==> src/rtl/instr_mem_loader.sv <==
// Write side of the instruction memory: packs a big-endian byte stream into
// 32-bit words, stalls the pipeline while loading, then pulses pipe_rst and releases it.
module instr_mem_loader #(
  parameter int          ADDR_WIDTH = 9,
  parameter logic [31:0] TERM_WORD  = 32'hFFFF_FFFF
) (
  input  logic                  clk,
  input  logic                  rst,
  input  logic                  start,
  input  logic [7:0]            rx_data,
  input  logic                  rx_valid,
  output logic                  mem_we,
  output logic [ADDR_WIDTH-1:0] mem_addr,
  output logic [31:0]           mem_din,
  output logic                  pipe_en,
  output logic                  pipe_rst,
  output logic                  busy,
  output logic                  done,
  output logic                  error,
  output logic [ADDR_WIDTH:0]   word_count,
  output logic [2:0]            state_dbg
);

  // Handshake: a byte is consumed on every rising edge where rx_valid is high,
  // the loader is in LOAD and start is low; there is no back-pressure.

  typedef enum logic [2:0] {
    IDLE    = 3'd0,
    LOAD    = 3'd1,
    RELEASE = 3'd2,
    RUN     = 3'd3,
    ERROR   = 3'd4
  } state_t;

  state_t      state;
  state_t      stateNext;
  logic [1:0]  byteCnt;
  logic [23:0] asmReg;
  logic [31:0] wordNext;
  logic        wordDone;
  logic        memFull;
  logic        doWrite;

  assign state_dbg = state;

  always_comb begin
    wordNext  = {asmReg, rx_data};
    memFull   = word_count[ADDR_WIDTH];
    wordDone  = (state == LOAD) && !start && rx_valid && (byteCnt == 2'd3);
    doWrite   = wordDone && (wordNext != TERM_WORD) && !memFull;
    stateNext = state;
    case (state)
      IDLE:    if (start) stateNext = LOAD;
      LOAD: begin
        if (start) begin
          stateNext = LOAD;
        end else if (wordDone) begin
          // Terminator is checked first so a full memory still releases cleanly.
          if (wordNext == TERM_WORD) stateNext = RELEASE;
          else if (memFull)          stateNext = ERROR;
        end
      end
      RELEASE: stateNext = RUN;
      RUN:     if (start) stateNext = LOAD;
      ERROR:   if (start) stateNext = LOAD;
      default: stateNext = IDLE;
    endcase
  end

  always_ff @(posedge clk) begin
    if (rst) begin
      state      <= IDLE;
      byteCnt    <= 2'd0;
      asmReg     <= 24'd0;
      mem_we     <= 1'b0;
      mem_addr   <= '0;
      mem_din    <= 32'd0;
      pipe_en    <= 1'b0;
      pipe_rst   <= 1'b0;
      busy       <= 1'b0;
      done       <= 1'b0;
      error      <= 1'b0;
      word_count <= '0;
    end else begin
      state    <= stateNext;
      mem_we   <= doWrite;
      // Status outputs are decoded from the next state so they line up with state.
      busy     <= (stateNext == LOAD);
      done     <= (stateNext == RUN);
      error    <= (stateNext == ERROR);
      pipe_en  <= (stateNext == RUN);
      pipe_rst <= (stateNext == RELEASE);
      if (start && (stateNext == LOAD)) begin
        byteCnt    <= 2'd0;
        asmReg     <= 24'd0;
        word_count <= '0;
      end else if ((state == LOAD) && rx_valid) begin
        byteCnt <= byteCnt + 2'd1;
        asmReg  <= wordNext[23:0];
        if (doWrite) begin
          mem_addr   <= word_count[ADDR_WIDTH-1:0];
          mem_din    <= wordNext;
          word_count <= word_count + (ADDR_WIDTH+1)'(1);
        end
      end
    end
  end

endmodule

==> config.mk <==
export PLATFORM = sky130hd
export DESIGN_NAME = instr_mem_loader
export DESIGN_NICKNAME = d
export VERILOG_FILES = /design/src/rtl/instr_mem_loader.sv
export SDC_FILE = /design/constraint.sdc
export NUM_CORES = 1
export LEC_CHECK = 0
export ABC_AREA = 1
export CAP_MARGIN = 10
export CORE_ASPECT_RATIO = 1.75
export CORE_MARGIN = 4
export CORE_UTILIZATION = 35
export CTS_CLUSTER_DIAMETER = 50
export DETAILED_ROUTE_END_ITERATION = 10
export PLACE_DENSITY = 0.57
export RECOVER_POWER = 50
export SYNTH_ARGS = -nofsm -noshare
export SYNTH_HDL_FRONTEND = slang
export SYNTH_SLANG_ARGS = --single-unit
export TNS_END_PERCENT = 5
==> constraint.sdc <==
create_clock -name clk -period 2.4 [get_ports clk]
set_input_delay 0.48 -clock clk [delete_from_list [all_inputs] [get_ports clk]]
set_output_delay 0.48 -clock clk [all_outputs]
set_load 0.005 [all_outputs]
**Word level (Yosys, flattened, before mapping)**

Cells that the tools add are included.

- Bits in registers: 85
- Latch bits: 0
- RAM bits: 0
- Memory bits (read-only): 0
- Output and inout port bits: 60
- Word-level logic and storage cells: 45
- Memories: 0

- Add/sub/neg operators: 2
- $mul: 0
- Divide/modulo/power cells: 0
- Magnitude comparators: 0
- Equality and inequality tests: 11
- Shifts and indexed selects: 0
- Mux-type cells: 6
- Bitwise gates (word level): 1
- Reductions and logical operators: 14

Operators with widths:

| operator | count |
|---|---|
| 32-bit == test (second input constant) | 1 |
| 32-bit inequality test (second input constant) | 1 |
| 3-bit 2-to-1 mux | 5 |
| 3-bit by 2-bit == test with 1-bit output (second input constant) | 4 |
| 10-bit by 1-bit adder with 10-bit output (second input constant) | 1 |
| 3-bit case mux with 3 select lines | 1 |
| 1-bit logical AND | 7 |
| 3-bit by 1-bit == test with 1-bit output (second input constant) | 2 |
| 3-bit == test (second input constant) | 2 |
| 3-bit logical NOT | 1 |
| 3-bit AND reduction | 1 |
| 3-bit OR reduction | 1 |
| 2-bit by 1-bit adder with 2-bit output (second input constant) | 1 |
| 2-bit == test (second input constant) | 1 |
| 1-bit logical NOT | 2 |
| 2-bit AND reduction | 1 |
| 2-bit OR reduction | 1 |
| 1-bit inverter | 1 |

**Longest topological paths before layout**

Gate-level depths: netlist (run 1).

- Word-level depth: 11
- Depth in mapped cells: 13

**Worst setup path after synthesis (run 1)**

No wires, ideal clock.

- Path type: input port to flip-flop
- Start point: input rx_data[1]
- End point: register asmReg[18]
- Setup time: 0.117 ns
- Data arrival time: 1.506 ns
- Setup slack: 0.778 ns
- Stages: 12
- Buffers on the path: 1
- Cell sequence: nand2_1 nor2_1 nand2_1 nor2_1 nand2_1 nand2_1 nand2_1 nor3_2 nand2_2 nand2_4 buf_6 nor2_2

- Longest elaborated chain between the ends: 8

Ends and longest elaborated chain:

| element | line | source |
|---|---|---|
| start: declaration | 10 | `input logic [7:0] rx_data,` |
| 32-bit == test | 59 | `if (wordNext == TERM_WORD) stateNext = RELEASE;` |
| 3-bit 2-to-1 mux | 59 |  |
| 3-bit 2-to-1 mux | 57 | `end else if (wordDone) begin` |
| 3-bit 2-to-1 mux | 55 | `if (start) begin` |
| 3-bit case mux with 3 select lines | 52 | `case (state)` |
| 3-bit by 1-bit == test with 1-bit output | 93 | `if (start && (stateNext == LOAD)) begin` |
| 1-bit logical AND | 93 |  |
| 2-bit OR reduction (no line) | n/a |  |
| end signal: assignment | 99 | `asmReg <= wordNext[23:0];` |
| end: declaration | 38 | `logic [23:0] asmReg;` |

No other way between the ends.
A chain may end at the register's enable or synchronous reset.

**Worst setup path in the final report (run 1)**

- Start point: input rx_data[1]
- End point: register asmReg[12]

Same word-level chain as after synthesis.

==> impl_metrics.prom, run 1 <==
# TYPE chip_impl_metric gauge
chip_impl_info{name="outcome",value="complete, no violations"} 1
chip_impl_info{name="synth_ff_type",value="dfxtp_1"} 1
chip_impl_metric{name="peakVddDrop",unit="uV"} 375
chip_impl_metric{name="drt-vias-per-instance",unit=""} 4.50
chip_impl_metric{name="cell_area_after_synthesis",unit="sq um"} 3390
chip_impl_metric{name="max-clock-path-buffers",unit=""} 2
chip_impl_info{name="cp_slowest_cell",value="clkdlybuf4s50_1"} 1
chip_impl_metric{name="finalHoldWorstSlack",unit="ns"} 0.474
chip_impl_info{name="synthMostInstantiatedCell",value="nor2_1"} 1
chip_impl_info{name="critical-path-top-delay-family",value="simple AND/OR/NAND/NOR gates"} 1
chip_impl_metric{name="post_synth_fa_ha_maj_area_fraction",unit="%"} 0.738
chip_impl_metric{name="number_of_antenna_violations_at_the_first_check_in_global_routing",unit=""} 0
chip_impl_metric{name="timing.hold.worst_path_depth",unit=""} 2
chip_impl_metric{name="synth_area_per_cell",unit="sq um"} 8.05
chip_impl_metric{name="post_synth_inst_count",unit=""} 421
chip_impl_metric{name="synth.lib_cells_used.distinct",unit=""} 24
chip_impl_metric{name="compound_gate_portion_of_the_synthesized_area",unit="%"} 9.08
chip_impl_metric{name="yosys.area_share.xor_xnor",unit="%"} 2.07
chip_impl_metric{name="pin_count",unit=""} 72
chip_impl_metric{name="synth_async_reset_ratio",unit="%"} 0
chip_impl_metric{name="core",unit="sq um"} 9470
chip_impl_metric{name="synth-simple-area-share",unit="%"} 24.6
chip_impl_metric{name="placedInstanceArea",unit="sq um"} 4280
chip_impl_metric{name="nets",unit=""} 510
chip_impl_metric{name="critical_path.max_stage_delay",unit="ns"} 0.52
chip_impl_metric{name="place_congestion",unit=""} 0.803
chip_impl_metric{name="numPortBuffers",unit=""} 71
chip_impl_metric{name="layout_setup_ws",unit="ns"} 0.366
chip_impl_metric{name="first_global_vias",unit=""} 2664
chip_impl_metric{name="post_route_cells_drive_above_1_share",unit="%"} 11.8
chip_impl_metric{name="initial_utilization",unit="%"} 35.8
chip_impl_metric{name="antenna_cells_inserted",unit=""} 0
chip_impl_metric{name="finalSetupViolCount",unit=""} 0
chip_impl_info{name="hold_path.class",value="flip-flop to flip-flop"} 1
chip_impl_metric{name="die_height",unit="um"} 138
chip_impl_metric{name="postCtsHoldBufs",unit=""} 0
chip_impl_metric{name="synth-warning-count",unit=""} 0
chip_impl_metric{name="num-fill-cells",unit=""} 936
chip_impl_metric{name="dr.pass1.iters",unit=""} 4
chip_impl_metric{name="number_of_maximum_capacitance_violations",unit=""} 0
chip_impl_metric{name="synth_seq_cells",unit=""} 85
chip_impl_metric{name="timing.critical_path.arrival",unit="ns"} 2.31
chip_impl_metric{name="count_of_flip_flops_with_a_built_in_enable_after_synthesis",unit=""} 0
chip_impl_metric{name="worst_ep_required_time",unit="ns"} 2.67
chip_impl_metric{name="worst_slew_margin_rel",unit="%"} 60.8
chip_impl_metric{name="dieWidth",unit="um"} 82.4
chip_impl_info{name="cpMostUsedCell",value="nand2_1"} 1
chip_impl_metric{name="syn_nets",unit=""} 435
chip_impl_info{name="ctsRootBufferMaster",value="clkbuf_16"} 1
chip_impl_metric{name="tightest_slew",unit="ns"} 0.588
chip_impl_info{name="tritoncts",value="built"} 1
chip_impl_info{name="worst_setup_path_end_kind",value="flip-flop"} 1
chip_impl_info{name="source_of_the_critical_timing_path",value="rx_data[1]"} 1
chip_impl_metric{name="cts_buffers",unit=""} 9
chip_impl_metric{name="routed_wire_length_per_instance",unit="um"} 12.8
chip_impl_metric{name="insertion_delay",unit="ns"} 0.34
chip_impl_metric{name="ff2ff_path_depth",unit=""} 13
chip_impl_info{name="setup_repair_after_global_routing_missed_its_margin",value="no"} 1
chip_impl_metric{name="worst_clock_skew",unit="ns"} 0.00652
chip_impl_metric{name="final.setup.tns",unit="ns"} 0
chip_impl_info{name="dominant_combinational_cell_family_by_area_after_synthesis",value="simple AND/OR/NAND/NOR gates"} 1
chip_impl_metric{name="placementRows",unit=""} 47
chip_impl_metric{name="via_count",unit=""} 2802
chip_impl_metric{name="grt_max_degree",unit=""} 49
chip_impl_info{name="cp-endpoint",value="asmReg[12]"} 1
chip_impl_metric{name="post_cts.repair.setup_buffers",unit=""} 0
chip_impl_metric{name="crit_fanout",unit=""} 20
chip_impl_metric{name="drcViolationCount",unit=""} 0
chip_impl_metric{name="ys_seq_area_share",unit="%"} 50.2
chip_impl_metric{name="grt_first_pass_wirelength",unit="um"} 13100
chip_impl_info{name="timing.critical_path.from_type",value="input port"} 1
chip_impl_info{name="worst_r2r_startpoint",value="asmReg[12]"} 1
chip_impl_metric{name="post_layout_nonfiller_instances",unit=""} 623
chip_impl_metric{name="final_period_utilization",unit="%"} 84.7
chip_impl_info{name="crit_path_cell_trace",value="clkdlybuf4s50_1, nand2_1, nor2_1, nand2_1, nor2_1, nand2_1, nand2_1, nand3_2, nand2_2, nand2_2, nand2_2, nand2_4, buf_12, nor2_1"} 1
chip_impl_metric{name="groute.usage.overall",unit="%"} 15.0
chip_impl_info{name="criticalPathCategory",value="input port to flip-flop"} 1
chip_impl_metric{name="leakage",unit="nW"} 2.00
chip_impl_metric{name="cts_repair_resize_count",unit=""} 0
chip_impl_info{name="worst_r2r_endpoint",value="asmReg[12]"} 1
chip_impl_metric{name="synth.top_cell.area_share",unit="%"} 50.2
chip_impl_metric{name="path_buf_inv",unit=""} 2
chip_impl_info{name="netlist_top_cells_count",value="107 x nor2_1, 85 x dfxtp_1, 46 x nand2_1, 46 x o21ai_0, 26 x inv_1"} 1
chip_impl_metric{name="clk_pin_slew",unit="ns"} 0.06
chip_impl_metric{name="finish.utilization",unit="%"} 48.6
chip_impl_metric{name="fp.dieArea",unit="sq um"} 11400
chip_impl_metric{name="post_synth_mux_area_share",unit="%"} 6.79
chip_impl_metric{name="hpwlAfterDp",unit="um"} 5830
chip_impl_metric{name="cts.sinks",unit=""} 85
chip_impl_metric{name="power-per-cell-area",unit="nW/um^2"} 667
chip_impl_metric{name="finalCriticalPeriod",unit="ns"} 2.03
chip_impl_metric{name="postRouteAntennaNets",unit=""} 0
chip_impl_info{name="post_synth_main_area_contributors",value="dfxtp_1 50%, nor2_1 12%, mux2i_1 6.8%"} 1
chip_impl_metric{name="post-route-cell-area",unit="sq um"} 4600
chip_impl_metric{name="hold_violations",unit=""} 0
chip_impl_metric{name="total_power",unit="mW"} 3.07
chip_impl_metric{name="final-max-slew-violation-count",unit=""} 0
chip_impl_metric{name="detailedRoute.firstIterationViolations",unit=""} 108
chip_impl_info{name="yosys.area.top_type",value="dfxtp_1"} 1
chip_impl_metric{name="postRouteWirelength",unit="um"} 7960
chip_impl_metric{name="post-place-ws",unit="ns"} 0.0264
chip_impl_metric{name="ff2ff_setup_slack",unit="ns"} 0.62
chip_impl_metric{name="fmaxAchievable",unit="MHz"} 492
chip_impl_metric{name="critical_path_depth",unit=""} 14
chip_impl_metric{name="htree_num_levels",unit=""} 3
chip_impl_metric{name="grt_remaining_overflow",unit=""} 0
chip_impl_metric{name="area_added_between_synthesis_and_finish",unit="%"} 35.8
chip_impl_metric{name="place_inst",unit=""} 607
## kinds of logic (layout without fill, tap and decap cells)
family | after synthesis | count (layout)
muxes | 23 | 23
buffers and inverters | 49 | 129
adders and majority gates | 2 | 2
DFF | 85 | 85
xor gates and xnor gates | 8 | 8
and+or+nand+nor | 193 | 193
AOI/OAI and AO/OA | 61 | 61
## worst min-delay path, delay by kind of cell, from the launching register on
kind             cells  cell delay (ns)
AND/OR/NAND/NOR      2             0.12
flip-flops           1             0.32
## worst min path at each step
stage	start	endpoint	slack, ns
2_1_floorplan	asmReg[15]	mem_din[23]	0.46
3_3_place_gp	mem_din[28]	mem_din[28]	0.47
3_5_place_dp	mem_din[12]	mem_din[12]	0.47
4_1_cts	mem_din[12]	mem_din[12]	0.49
5_1_grt	mem_din[3]	mem_din[3]	0.50
6_report	mem_din[11]	mem_din[11]	0.47
## routing by layer
metal  part of all wire, %  global-route usage [%]
met4                   2.2                    6.39
met3                   4.9                    4.23
met1                    40                    17.3
met5                     0                       0
met2                    53                    25.0
## where the power goes
part           switching [mW]  internal, mW
combinational          0.0806        0.0674
clock                   0.531         0.964
sequential            0.00954          1.42
total                   0.621          2.45
## state kept, by name (all words and copies together) (netlist names)
signal and cells:
mem_din 32, asmReg 24, word_count 10, mem_addr 9, state_dbg 3, byteCnt 2, busy 1, done 1
error 1, mem_we 1, pipe_rst 1
## layout by cell type, fill, tap and decap left out
| master | Yosys | final |
|---|---|---|
| nor3_1 | 6 | 6 |
| clkbuf_2 | 0 | 1 |
| clkinv_2 | 0 | 2 |
| mux2i_1 | 23 | 23 |
| nand3_1 | 3 | 3 |
| nand2_2 | 4 | 3 |
| nand3_2 | 2 | 2 |
| a21oi_1 | 12 | 12 |
| nor2_1 | 107 | 107 |
| buf_4 | 3 | 10 |
| clkdlybuf4s50_1 | 0 | 10 |
| nor3_2 | 2 | 2 |
| o21ai_0 | 46 | 46 |
| nand2_1 | 46 | 47 |
| o21ai_1 | 2 | 2 |
| bufinv_16 | 0 | 2 |
| nand2_4 | 1 | 1 |
| a21boi_0 | 1 | 1 |
| inv_1 | 26 | 27 |
| clkbuf_16 | 0 | 9 |
| clkbuf_1 | 12 | 1 |
| clkbuf_8 | 0 | 2 |
| dfxtp_1 | 85 | 85 |
| nor4_1 | 1 | 1 |
| buf_12 | 0 | 3 |
| dlygate4sd3_1 | 0 | 61 |
| nor2_2 | 21 | 21 |
| clkbuf_4 | 0 | 1 |
| ha_1 | 2 | 2 |
| xor2_1 | 8 | 8 |
## area by class of cell
type	count	area, sq um	area share, %
Timing Repair Buffer	86	858	18.6
Tap cell	122	153	3.32
Inverter	27	101	2.20
Multi-Input combinational cell	287	1460	31.8
Clock inverter	4	70.1	1.52
Sequential cell	85	1700	37.0
Clock buffer	12	256	5.57
Power figures use the tool's default switching activity.
==> inputs of run 2 (changes only) <==
- clock period: 2.4 -> 1.95 ns (I/O delays scaled with it)
==> impl_metrics.prom, run 2 (synthesis gave the netlist of run 1 again) <==
# TYPE chip_impl_metric gauge
chip_impl_metric{name="fmaxAchievable",unit="MHz"} 548
chip_impl_metric{name="core",unit="sq um"} 9470
chip_impl_metric{name="share_seq_of_total_power",unit="%"} 44.7
chip_impl_metric{name="grt_max_degree",unit=""} 36
chip_impl_info{name="hold_path.class",value="input port to flip-flop"} 1
chip_impl_info{name="mostFrequentLayoutCell",value="nor2_1"} 1
chip_impl_metric{name="post-place-ws",unit="ns"} -0.362
chip_impl_metric{name="number_of_maximum_capacitance_violations",unit=""} 0
chip_impl_metric{name="worst_ep_required_time",unit="ns"} 2.19
chip_impl_metric{name="initial_utilization",unit="%"} 35.8
chip_impl_metric{name="htree_num_levels",unit=""} 3
chip_impl_metric{name="finalHoldWorstSlack",unit="ns"} 0.396
chip_impl_metric{name="final.setup.tns",unit="ns"} 0
chip_impl_metric{name="finalCriticalPeriod",unit="ns"} 1.82
chip_impl_metric{name="cts.sinks",unit=""} 85
chip_impl_info{name="worst_setup_path_end_kind",value="flip-flop"} 1
chip_impl_metric{name="hold_violations",unit=""} 0
chip_impl_info{name="final_cell_mix",value="104 x nor2_1, 85 x dfxtp_1, 51 x dlygate4sd3_1, 46 x o21ai_0, 43 x nand2_1"} 1
chip_impl_metric{name="insertion_delay",unit="ns"} 0.34
chip_impl_metric{name="area_added_between_synthesis_and_finish",unit="%"} 43.1
chip_impl_metric{name="num-fill-cells",unit=""} 915
chip_impl_metric{name="switching_power",unit="mW"} 0.811
chip_impl_metric{name="antenna_cells_inserted",unit=""} 0
chip_impl_metric{name="drcViolationCount",unit=""} 0
chip_impl_metric{name="total_power",unit="mW"} 3.93
chip_impl_metric{name="dr.pass1.iters",unit=""} 4
chip_impl_info{name="criticalPathCategory",value="flip-flop to flip-flop"} 1
chip_impl_metric{name="routed_wire_length_per_instance",unit="um"} 13.5
chip_impl_metric{name="placementRows",unit=""} 47
chip_impl_metric{name="internal-power",unit="mW"} 3.12
chip_impl_metric{name="postRouteWirelength",unit="um"} 8630
chip_impl_info{name="min_to",value="asmReg[0]"} 1
chip_impl_info{name="largest_registers",value="mem_din (32), asmReg (24), word_count (10)"} 1
chip_impl_info{name="worst_r2r_startpoint",value="asmReg[2]"} 1
chip_impl_metric{name="timing.hold.worst_path_depth",unit=""} 3
chip_impl_metric{name="drt-vias-per-instance",unit=""} 4.57
chip_impl_metric{name="hpwlAfterDp",unit="um"} 6060
chip_impl_metric{name="place_inst",unit=""} 621
chip_impl_info{name="top_register",value="mem_din"} 1
chip_impl_metric{name="post_route_cells_drive_above_1_share",unit="%"} 16.2
chip_impl_metric{name="grt_first_pass_wirelength",unit="um"} 13800
chip_impl_metric{name="clk_pin_slew",unit="ns"} 0.06
chip_impl_metric{name="numPortBuffers",unit=""} 71
chip_impl_metric{name="largest_register_ff_count",unit=""} 32
chip_impl_metric{name="ff2ff_setup_slack",unit="ns"} 0.13
chip_impl_metric{name="layout_setup_ws",unit="ns"} 0.126
chip_impl_metric{name="grt_remaining_overflow",unit=""} 0
chip_impl_info{name="outcome",value="complete, no violations"} 1
chip_impl_metric{name="number_of_antenna_violations_at_the_first_check_in_global_routing",unit=""} 0
chip_impl_metric{name="peakVddDrop",unit="uV"} 621
chip_impl_metric{name="ff2ff_path_depth",unit=""} 12
chip_impl_metric{name="tightest_slew",unit="ns"} 0.433
chip_impl_metric{name="postRouteAntennaNets",unit=""} 0
chip_impl_metric{name="share_clk_of_total_power",unit="%"} 49.5
chip_impl_metric{name="postCtsHoldBufs",unit=""} 0
chip_impl_metric{name="pin_count",unit=""} 72
chip_impl_info{name="ctsRootBufferMaster",value="clkbuf_16"} 1
chip_impl_metric{name="via_count",unit=""} 2928
chip_impl_metric{name="finalSetupViolCount",unit=""} 0
chip_impl_metric{name="final-max-slew-violation-count",unit=""} 0
chip_impl_metric{name="worst_slew_margin_rel",unit="%"} 71.1
chip_impl_metric{name="p_sw_share",unit="%"} 20.6
chip_impl_metric{name="die_height",unit="um"} 138
chip_impl_metric{name="max-clock-path-buffers",unit=""} 2
chip_impl_metric{name="cts_buffers",unit=""} 9
chip_impl_info{name="worst_r2r_endpoint",value="word_count[0]"} 1
chip_impl_metric{name="dieWidth",unit="um"} 82.4
chip_impl_metric{name="timing.critical_path.arrival",unit="ns"} 2.06
chip_impl_metric{name="leakage",unit="nW"} 2.16
chip_impl_metric{name="groute.usage.overall",unit="%"} 15.8
chip_impl_metric{name="power-per-cell-area",unit="nW/um^2"} 810
chip_impl_info{name="tritoncts",value="built"} 1
chip_impl_metric{name="worst_clock_skew",unit="ns"} 0.00766
chip_impl_info{name="timing.critical_path.from_type",value="flip-flop"} 1
chip_impl_info{name="worstHoldStart",value="rx_data[0]"} 1
chip_impl_metric{name="nets",unit=""} 528
chip_impl_metric{name="detailedRoute.firstIterationViolations",unit=""} 121
chip_impl_metric{name="fp.dieArea",unit="sq um"} 11400
chip_impl_metric{name="place_congestion",unit=""} 0.777
chip_impl_metric{name="final_period_utilization",unit="%"} 93.5
chip_impl_metric{name="post_layout_nonfiller_instances",unit=""} 641
chip_impl_metric{name="first_global_vias",unit=""} 2848
chip_impl_metric{name="combPwrFrac",unit="%"} 5.8
chip_impl_metric{name="crit_fanout",unit=""} 7
==> run 2: cell type report <==
class / count / area [sq um] / area share [%]
well taps: 122 / 153 / 3.15
flip-flops and latches: 85 / 1700 / 35.1
repair buffers: 104 / 1050 / 21.6
multi-input cells: 287 / 1500 / 30.9
inverters: 27 / 101 / 2.09
clock inverters: 3 / 65.1 / 1.34
clock buffers: 13 / 280 / 5.78
==> run 2: power groups by stage <==
| stage | combinational (mW) | clock [mW] | sequential, mW |
|---|---|---|---|
| CTS | 0.204 | 1.99 | 1.76 |
| floorplan | 0.115 | 0 | 1.79 |
| finish | 0.227 | 1.94 | 1.76 |
| global placement | 0.202 | 0 | 1.80 |
| detailed placement | 0.203 | 0 | 1.80 |
| global route | 0.247 | 2.04 | 1.76 |
==> run 2: per-layer routing <==
metal | routed length [um] | GRT usage (%)
met2 | 4540 | 26.6
met1 | 3480 | 17.6
met5 | 0 | 0
met3 | 344 | 3.52
met4 | 269 | 8.93
==> run 2: worst max path at each step <==
stage / start / end / slack, ns / cells after the start
after floorplan: rx_data[1] / asmReg[18] / 0.42 / 12
after global placement: rx_data[5] / word_count[7] / -0.35 / 14
after detailed placement: rx_data[5] / asmReg[15] / -0.36 / 14
after CTS: rx_data[5] / word_count[5] / 0.03 / 14
after global routing: state_dbg[1] / asmReg[11] / -0.02 / 12
final: asmReg[2] / word_count[0] / 0.13 / 12
==> run 2: what timing repair did <==
item | CTS | global route
buffers inserted | 0 | 1
pin swaps | 0 | 9
cloned | 0 | 3
endpoints found under the setup margin | 14 | 36
resized for setup | 2 | 16
==> run 2: critical path: stages, from the launching register on <==
cell and delay (ns):
dfxtp_1 0.41, nand2_1 0.07, nor2_1 0.11, nand2_1 0.07
nor2_2 0.16, nand2_2 0.10, nand2_2 0.08, nand2_2 0.07
nor3_4 0.24, nand2_4 0.09, nand2_8 0.11, clkbuf_16 0.17
nor2_2 0.03
==> run 2: stage by stage <==
step / cell area [sq um] / utilization, %
finish: 4850 / 51.2
global route: 4850 / 51.2
CTS: 4740 / 50.1
detailed placement: 4390 / 46.3
global placement: 4390 / 46.3
floorplan: 3390 / -
